## src/rtl/nrisc_pc_stack.sv

```systemverilog
// nrisc_pc_stack: program counter with a register-array return-address stack for CALL/RET/RETI
module nrisc_pc_stack #(
  parameter int ADDR_W = 16,
  parameter int DEPTH = 8,
  parameter logic [ADDR_W-1:0] RESET_VECTOR = '0
) (
  input  logic                       clk,
  input  logic                       rst,
  input  logic                       pc_en,
  input  logic [1:0]                 pc_ctrl,
  input  logic [ADDR_W-1:0]          jump_addr,
  input  logic [1:0]                 stack_ctrl,
  output logic [ADDR_W-1:0]          pc_out,
  output logic [ADDR_W-1:0]          stack_top,
  output logic [$clog2(DEPTH+1)-1:0] stack_count,
  output logic                       stack_full,
  output logic                       stack_empty,
  output logic                       stack_overflow,
  output logic                       stack_underflow
);
  localparam int CW = $clog2(DEPTH + 1);
  localparam int IW = $clog2(DEPTH);
  logic [ADDR_W-1:0] mem [DEPTH];
  logic [ADDR_W-1:0] pc_inc, pc_nxt;
  logic [CW-1:0] cnt_m1, cnt_nxt;
  logic push_ok, pop_ok, ovf_nxt, unf_nxt;
  always_comb begin
    pc_inc = pc_out + ADDR_W'(1);
    cnt_m1 = stack_count - CW'(1);
    stack_empty = stack_count == '0;
    stack_full = stack_count == CW'(DEPTH);
    stack_top = stack_empty ? '0 : mem[cnt_m1[IW-1:0]];
    push_ok = stack_ctrl == 2'd1 && !stack_full;
    pop_ok = stack_ctrl == 2'd2 && !stack_empty;
    pc_nxt = pc_ctrl == 2'd0 ? pc_inc :
             pc_ctrl == 2'd2 ? jump_addr :
             (pc_ctrl == 2'd3 && !stack_empty) ? stack_top : pc_out;
    cnt_nxt = stack_ctrl == 2'd3 ? '0 :
              push_ok ? stack_count + CW'(1) :
              pop_ok ? cnt_m1 : stack_count;
    // flush wins over any flag raised by the same command
    ovf_nxt = stack_ctrl != 2'd3 && (stack_overflow || (stack_ctrl == 2'd1 && stack_full));
    unf_nxt = stack_ctrl != 2'd3 && (stack_underflow ||
              (stack_empty && (stack_ctrl == 2'd2 || pc_ctrl == 2'd3)));
  end
  always_ff @(posedge clk or negedge rst) begin
    if (!rst) begin
      pc_out <= RESET_VECTOR;
      stack_count <= '0;
      stack_overflow <= 1'b0;
      stack_underflow <= 1'b0;
    end else if (pc_en) begin
      pc_out <= pc_nxt;
      stack_count <= cnt_nxt;
      stack_overflow <= ovf_nxt;
      stack_underflow <= unf_nxt;
    end
  end
  always_ff @(posedge clk)
    if (rst && pc_en && push_ok) mem[stack_count[IW-1:0]] <= pc_inc;
endmodule

```

## config.mk

```make
export PLATFORM = sky130hd
export DESIGN_NAME = nrisc_pc_stack
export DESIGN_NICKNAME = d
export VERILOG_FILES = /design/src/rtl/nrisc_pc_stack.sv
export SDC_FILE = /design/constraint.sdc
export NUM_CORES = 1
export LEC_CHECK = 0
export BUFFER_PORTS_ARGS = -buffer_cell sky130_fd_sc_hd__buf_2
export CAP_MARGIN = 25
export CORE_ASPECT_RATIO = 0.75
export CORE_MARGIN = 8
export CORE_UTILIZATION = 59
export DETAILED_ROUTE_END_ITERATION = 8
export HOLD_SLACK_MARGIN = 0.03
export PLACE_DENSITY_LB_ADDON = 0.08
export SLEW_MARGIN = 20
export SYNTH_ARGS = -nofsm -noshare
export SYNTH_HDL_FRONTEND = slang
export SYNTH_SLANG_ARGS = --single-unit
export TNS_END_PERCENT = 20
```

## constraint.sdc

```tcl
create_clock -name clk -period 4.26 [get_ports clk]
set_input_delay 0.213 -clock clk [delete_from_list [all_inputs] [get_ports clk]]
set_output_delay 0.213 -clock clk [all_outputs]
set_load 0.1 [all_outputs]
```

==> results of run 1 <==
## layout make-up
type                       instances  area [µm²]  area share [%]
clock buffer                      17         425            5.38
clock inverter                    15         179            2.26
inverter                           9        33.8           0.428
multi-input combinational        269        2120            26.8
sequential                       150        4400            55.6
tap                              140         175            2.22
timing repair buffer              79         576            7.29
## worst max path at each step
stage	from	slack, ps	endpoint	cells past startpoint
2_1_floorplan	stack_count[0]	-170	pc_out[2]	11
3_3_place_gp	stack_count[1]	1320	stack_top[15]	7
3_5_place_dp	stack_count[1]	1260	stack_top[15]	7
4_1_cts	stack_count[1]	810	stack_top[15]	7
5_1_grt	stack_count[1]	650	stack_top[15]	7
6_report	stack_count[1]	810	stack_top[15]	7
## registers in the layout (all words and copies together) (netlist names)
signal,flops
pc_out,16
stack_overflow,1
stack_underflow,1
stack_count,4
mem,128
## synthesized netlist by cell type, types with 5 or more instances
master | n | area (µm²)
nand2_1 | 30 | 113
dfrtp_1 | 22 | 551
and3_1 | 7 | 43.8
nor3_1 | 10 | 50.1
mux2i_1 | 30 | 300
mux4_2 | 22 | 495
nand3_1 | 11 | 55.1
inv_1 | 9 | 33.8
xnor2_1 | 5 | 43.8
clkbuf_1 | 17 | 63.8
edfxtp_1 | 128 | 3840
nand4_1 | 8 | 50.1
o211ai_1 | 7 | 52.6
a21oi_1 | 26 | 130
xor2_1 | 8 | 70.1
a31oi_1 | 7 | 43.8
a22oi_1 | 10 | 75.1
mux2_2 | 5 | 56.3
nand2b_1 | 6 | 37.5
nor2_1 | 35 | 131
## layer usage
layer	routed length [µm]	vias to the layer above	track usage [%]	share of wire [%]
met5	0	-	0	0
met4	198	0	6.50	1.2
met3	1830	24	6.53	11
met2	7490	247	33.8	46
met1	6860	2194	31.7	42
li1	-	1906	-	-
## stage by stage
stage          util [%]  hold slack (ps)
2_1_floorplan         -            -82.6
3_3_place_gp       66.6              253
3_5_place_dp       66.6              242
4_1_cts            72.2             38.9
5_1_grt            72.2             56.7
6_report           72.2             49.8
## cell families after synthesis
| family | after synthesis | synth area share, % |
|---|---|---|
| fa+ha+maj | 3 | 0.566 |
| mux | 57 | 12.9 |
| buf+inv | 35 | 2.27 |
| xor+xnor | 14 | 1.96 |
| simple gates | 126 | 9.35 |
| flops | 150 | 66.3 |
| compound gates | 69 | 6.70 |
## worst max-delay path, cell delays in order (launching register included)
cell and delay [ps]:
dfrtp_1 530, inv_1 100, ha_1 310, xor2_2 830
mux4_2 390, mux2i_1 90, nor2_2 140, buf_2 430
## timing repair
item / in CTS / in global routing
endpoints found under the setup margin: 0 / 0
endpoints found under the hold margin: 22 / 0
hold buffers: 1 / 0
gates resized for setup: 0 / 0
==> metrics, run 1 <==
Design Area, Final ~7900 µm²; Cell Area, Placed ~7300 µm²; r2r setup slk roughly 1300 ps; Final Hold Fails 0; worst r2r path cells 7; prevailing post-synth register cell edfxtp_1; DRC viols 0; gpl congestion about 0.84; HP Class primary input to flip-flop; Reg clk slew, reported paths roughly 60 ps; EDFF count, synth ~130; post-DP HPWL around 10 mm; Max FO, Critical Path 15; DR iter-0 viols between 600 and 700; clock buffer count from CTS 17; Seq/Total Area, Yosys around two thirds; Slew Viols, Final 0; total gr overflow 0; Setup TNS 0 ps; CTS tree done; Hold EP pc_out[10]; die area about 15000 µm²; Root Driver clkbuf_16; Max-Cap Viols 0; Post-Syn Instances approximately 450; worst setup margin approximately 810 ps; Worst Setup Start Kind flip-flop; RSZ-0062 raised after global routing no; critical path class flip-flop to output port; Max Freq 0.290 GHz; min-delay src jump_addr[10]; #FFs+latches synth 150; initial core utilization between 60% and 70%; post-synthesis cell area around 6600 µm²; synthesis-to-finish area growth 19.2%; number of vias per cell around 6.4; Die W about 140 µm; Post-Syn Nets 480; drt total wl around 16 mm; H-tree depth 4; Die Y 108 µm; Async S/R FF share, synth about 15%; Yosys cell types 46; IO Pins 63; initial antenna violation count 0; Avg Cell Area, Syn roughly 15 µm²; first-pass GRT wire length 25.2 mm; Final nets about 550; # Post-CTS Setup Buffers 0; filler cell count between 700 and 800; vias in the first global route 4333; commonest non-fill, non-tap cell in the layout edfxtp_1; Layout Skew 9.94 ps; Core Rows 33; pre-CTS WS ~1300 ps; DR WL/cell between 20 and 25 µm; status completed; clk_lat worst skew 420 ps; Final Cycle Share 81.0%; Worst R2R Start stack_count[1]; worst slew pin tran around 1000 ps; final non-filler cell total a little under 700; Detail Route Antenna Nets 0; clk sinks 150; share of layout cells above drive strength 1 between 20% and 30%; # setup viols final 0; Max-slew headroom between 30% and 40%; largest net degree at the start of global routing 47; total track usage a little under a quarter; hold path cells 3; commonest non-fill, non-tap cells in the layout 128 x edfxtp_1, 53 x buf_2, 30 x nand2_1, 30 x mux2i_1, 29 x nor2_1; Final min period about 3400 ps; DP Cell Count approximately 650; CP arrival between 3000 and 4000 ps; Port Buf Inserts between 60 and 70; Setup crit end kind output port; WP data required 4050 ps; clock buffer depth 2; reg2reg end mem[0][10]; ant diodes 0; core area ~11000 µm²; Synthesis Warnings 0; routed vias roughly 4400; Pre-Repair DR Iteration Count 5
Power of run 1 is left out: the tool's default activity adds up to more than one toggle a clock period on the data nets, which glitch-free logic cannot reach.
==> run 2: changes to the inputs <==
CORE_UTILIZATION = 53   (was 59)
clock period = 2.94 ns   (was 4.26 ns; I/O delays follow)
==> run 2 against run 1 <==
Die area increased by 9.8%. Wire length increased by 5.2%. Final area up 2.9%. Flip-flop and latch count stayed put. Cell count increased by 4.6%. Setup slack got worse by 710 ps. Sequential share of layout area fell by 1.5 points. Critical path depth did not move. First-iteration DRC count fell by 31%. Count of clock-buffer cells in the layout is 1 higher. Utilization is 5.9 points lower. Hold slack lost 2.1 ps.
==> metrics, run 2 (synthesized netlist as in run 1, its figures left out) <==
Worst Setup Start Kind flip-flop; drt total wl 17.2 mm (+5.2%); CP arrival 2690 ps (-550 ps); Slew Viols, Final 0 (unchanged); Die Y 113 µm (+4.7%); Max FO, Critical Path 16 (+1); status completed; share of layout cells above drive strength 1 32.5% (+4.0 points); highest cell delay on the worst timing path 570 ps (-260 ps); Core Rows 35 (+6.1%); clock buffer depth 2 (unchanged); DR WL/cell 24.3 µm (+0.57%); fin util 66.3% (-5.9 points); Die W 145 µm (+4.9%); pre-CTS WS 428 ps (-832 ps); largest net degree at the start of global routing 28 (-40%); die area 16400 µm² (+9.8%); critical path class flip-flop to output port; clock buffer count from CTS 17 (unchanged); worst setup margin 103 ps (-709 ps); clk sinks 150 (unchanged); DRC viols 0 (unchanged); Setup TNS 0 ps (unchanged); Final Hold Fails 0 (unchanged); first-pass GRT wire length 26.2 mm (+4.1%); clk_lat worst skew 420 ps (about the same); Max Freq around 0.35 GHz; Final Cycle Share a little over nine tenths; Pre-Repair DR Iteration Count 6 (+1); commonest non-fill, non-tap cell in the layout edfxtp_1; hold slack final 47.7 ps (-2.11 ps); post-DP HPWL 11.1 mm (+6.1%); r2r setup slk 380 ps (-890 ps); Root Driver clkbuf_16; H-tree depth 4 (unchanged); Final min period ~2800 ps; crit-path cells inv_1, ha_4, nor2b_1, and2_2, buf_4, nor2_4, buf_2; Detail Route Antenna Nets 0 (unchanged); initial core utilization 54.1% (-6.5 points); routed vias 4321 (-1.1%); Final nets 557 (+0.91%); crit path max-delay cell type and2_2; Max-slew headroom 43.1% (+12 points); synthesis-to-finish area growth 22.7%; worst slew pin tran 851 ps (-181 ps); total gr overflow 0 (unchanged); number of vias per cell 6.09 (-5.5%); DR iter-0 viols 420 (-31%); Max-Cap Viols 0 (unchanged); Port Buf Inserts 62 (unchanged); initial antenna violation count 0 (unchanged); HP Class primary input to flip-flop; commonest non-fill, non-tap cells in the layout 128 x edfxtp_1, 50 x buf_2, 30 x nand2_1; Setup crit end kind output port; RSZ-0062 raised after global routing no; # setup viols final 0 (unchanged); CTS tree done; WP data required 2790 ps (-1260 ps); Layout Skew 7.76 ps (-2.17 ps); core area 12300 µm² (+12%); gpl congestion 0.864 (+2.4%); vias in the first global route 4309 (-0.55%); total track usage 21.4% (-1.1 points); Largest register FFs 128 (unchanged); worst path buffer plus inverter count 3 (+1); IO Pins 63 (unchanged); Reg clk slew, reported paths 60 ps (about the same); CP delay by family, top simple AND/OR/NAND/NOR gates; ant diodes 0 (unchanged)
==> run 2: changes by cell type in the layout (fill, tap and decap cells not counted), moves of 3 or more <==
cell	change
nor2_4	+9
nor2_1	-6
mux2i_1	-4
mux2i_2	+4
a21oi_1	-3
a21oi_4	+3
buf_2	-3
nor2_2	-3
==> run 2: metrics by stage <==
step	cell area (µm²)	std cells
finish	8130	710
global route	8130	710
CTS	8100	710
detailed placement	7520	676
global placement	7520	676
floorplan	6870	454
==> run 2: layer usage <==
metal  routed length (µm)  GRT usage [%]
met1                 7870           29.6
met2                 8030           33.0
met3                 1100           5.30
met4                  225           6.78
met5                    0              0
==> run 2: final timing paths <==
path	startpoint	endpoint	cells after the start
min	stack_ctrl[0]	stack_underflow	2
min reg2reg	stack_underflow	stack_underflow	2
min in group asynchronous	rst	stack_count[0]	2
max reg2reg	stack_count[1]	mem[0][4]	7
max in group asynchronous	rst	stack_count[2]	3
max	stack_count[1]	stack_top[10]	7
==> run 2: cell type report <==
class	count	area, µm²
flip-flops and latches	150	4400
fillers	881	4130
multi-input cells	269	2260
repair buffers	84	656
clock buffers	18	439
well taps	166	208
clock inverters	14	124
inverters	9	41.3
==> run 2: what timing repair did <==
action	4_1_cts	5_1_grt
hold buffers	2	0
endpoints found under the hold margin	23	0
gates resized for setup	0	7
endpoints found under the setup margin	0	8
buffers inserted	0	0
Power of run 2 is left out for the same reason.
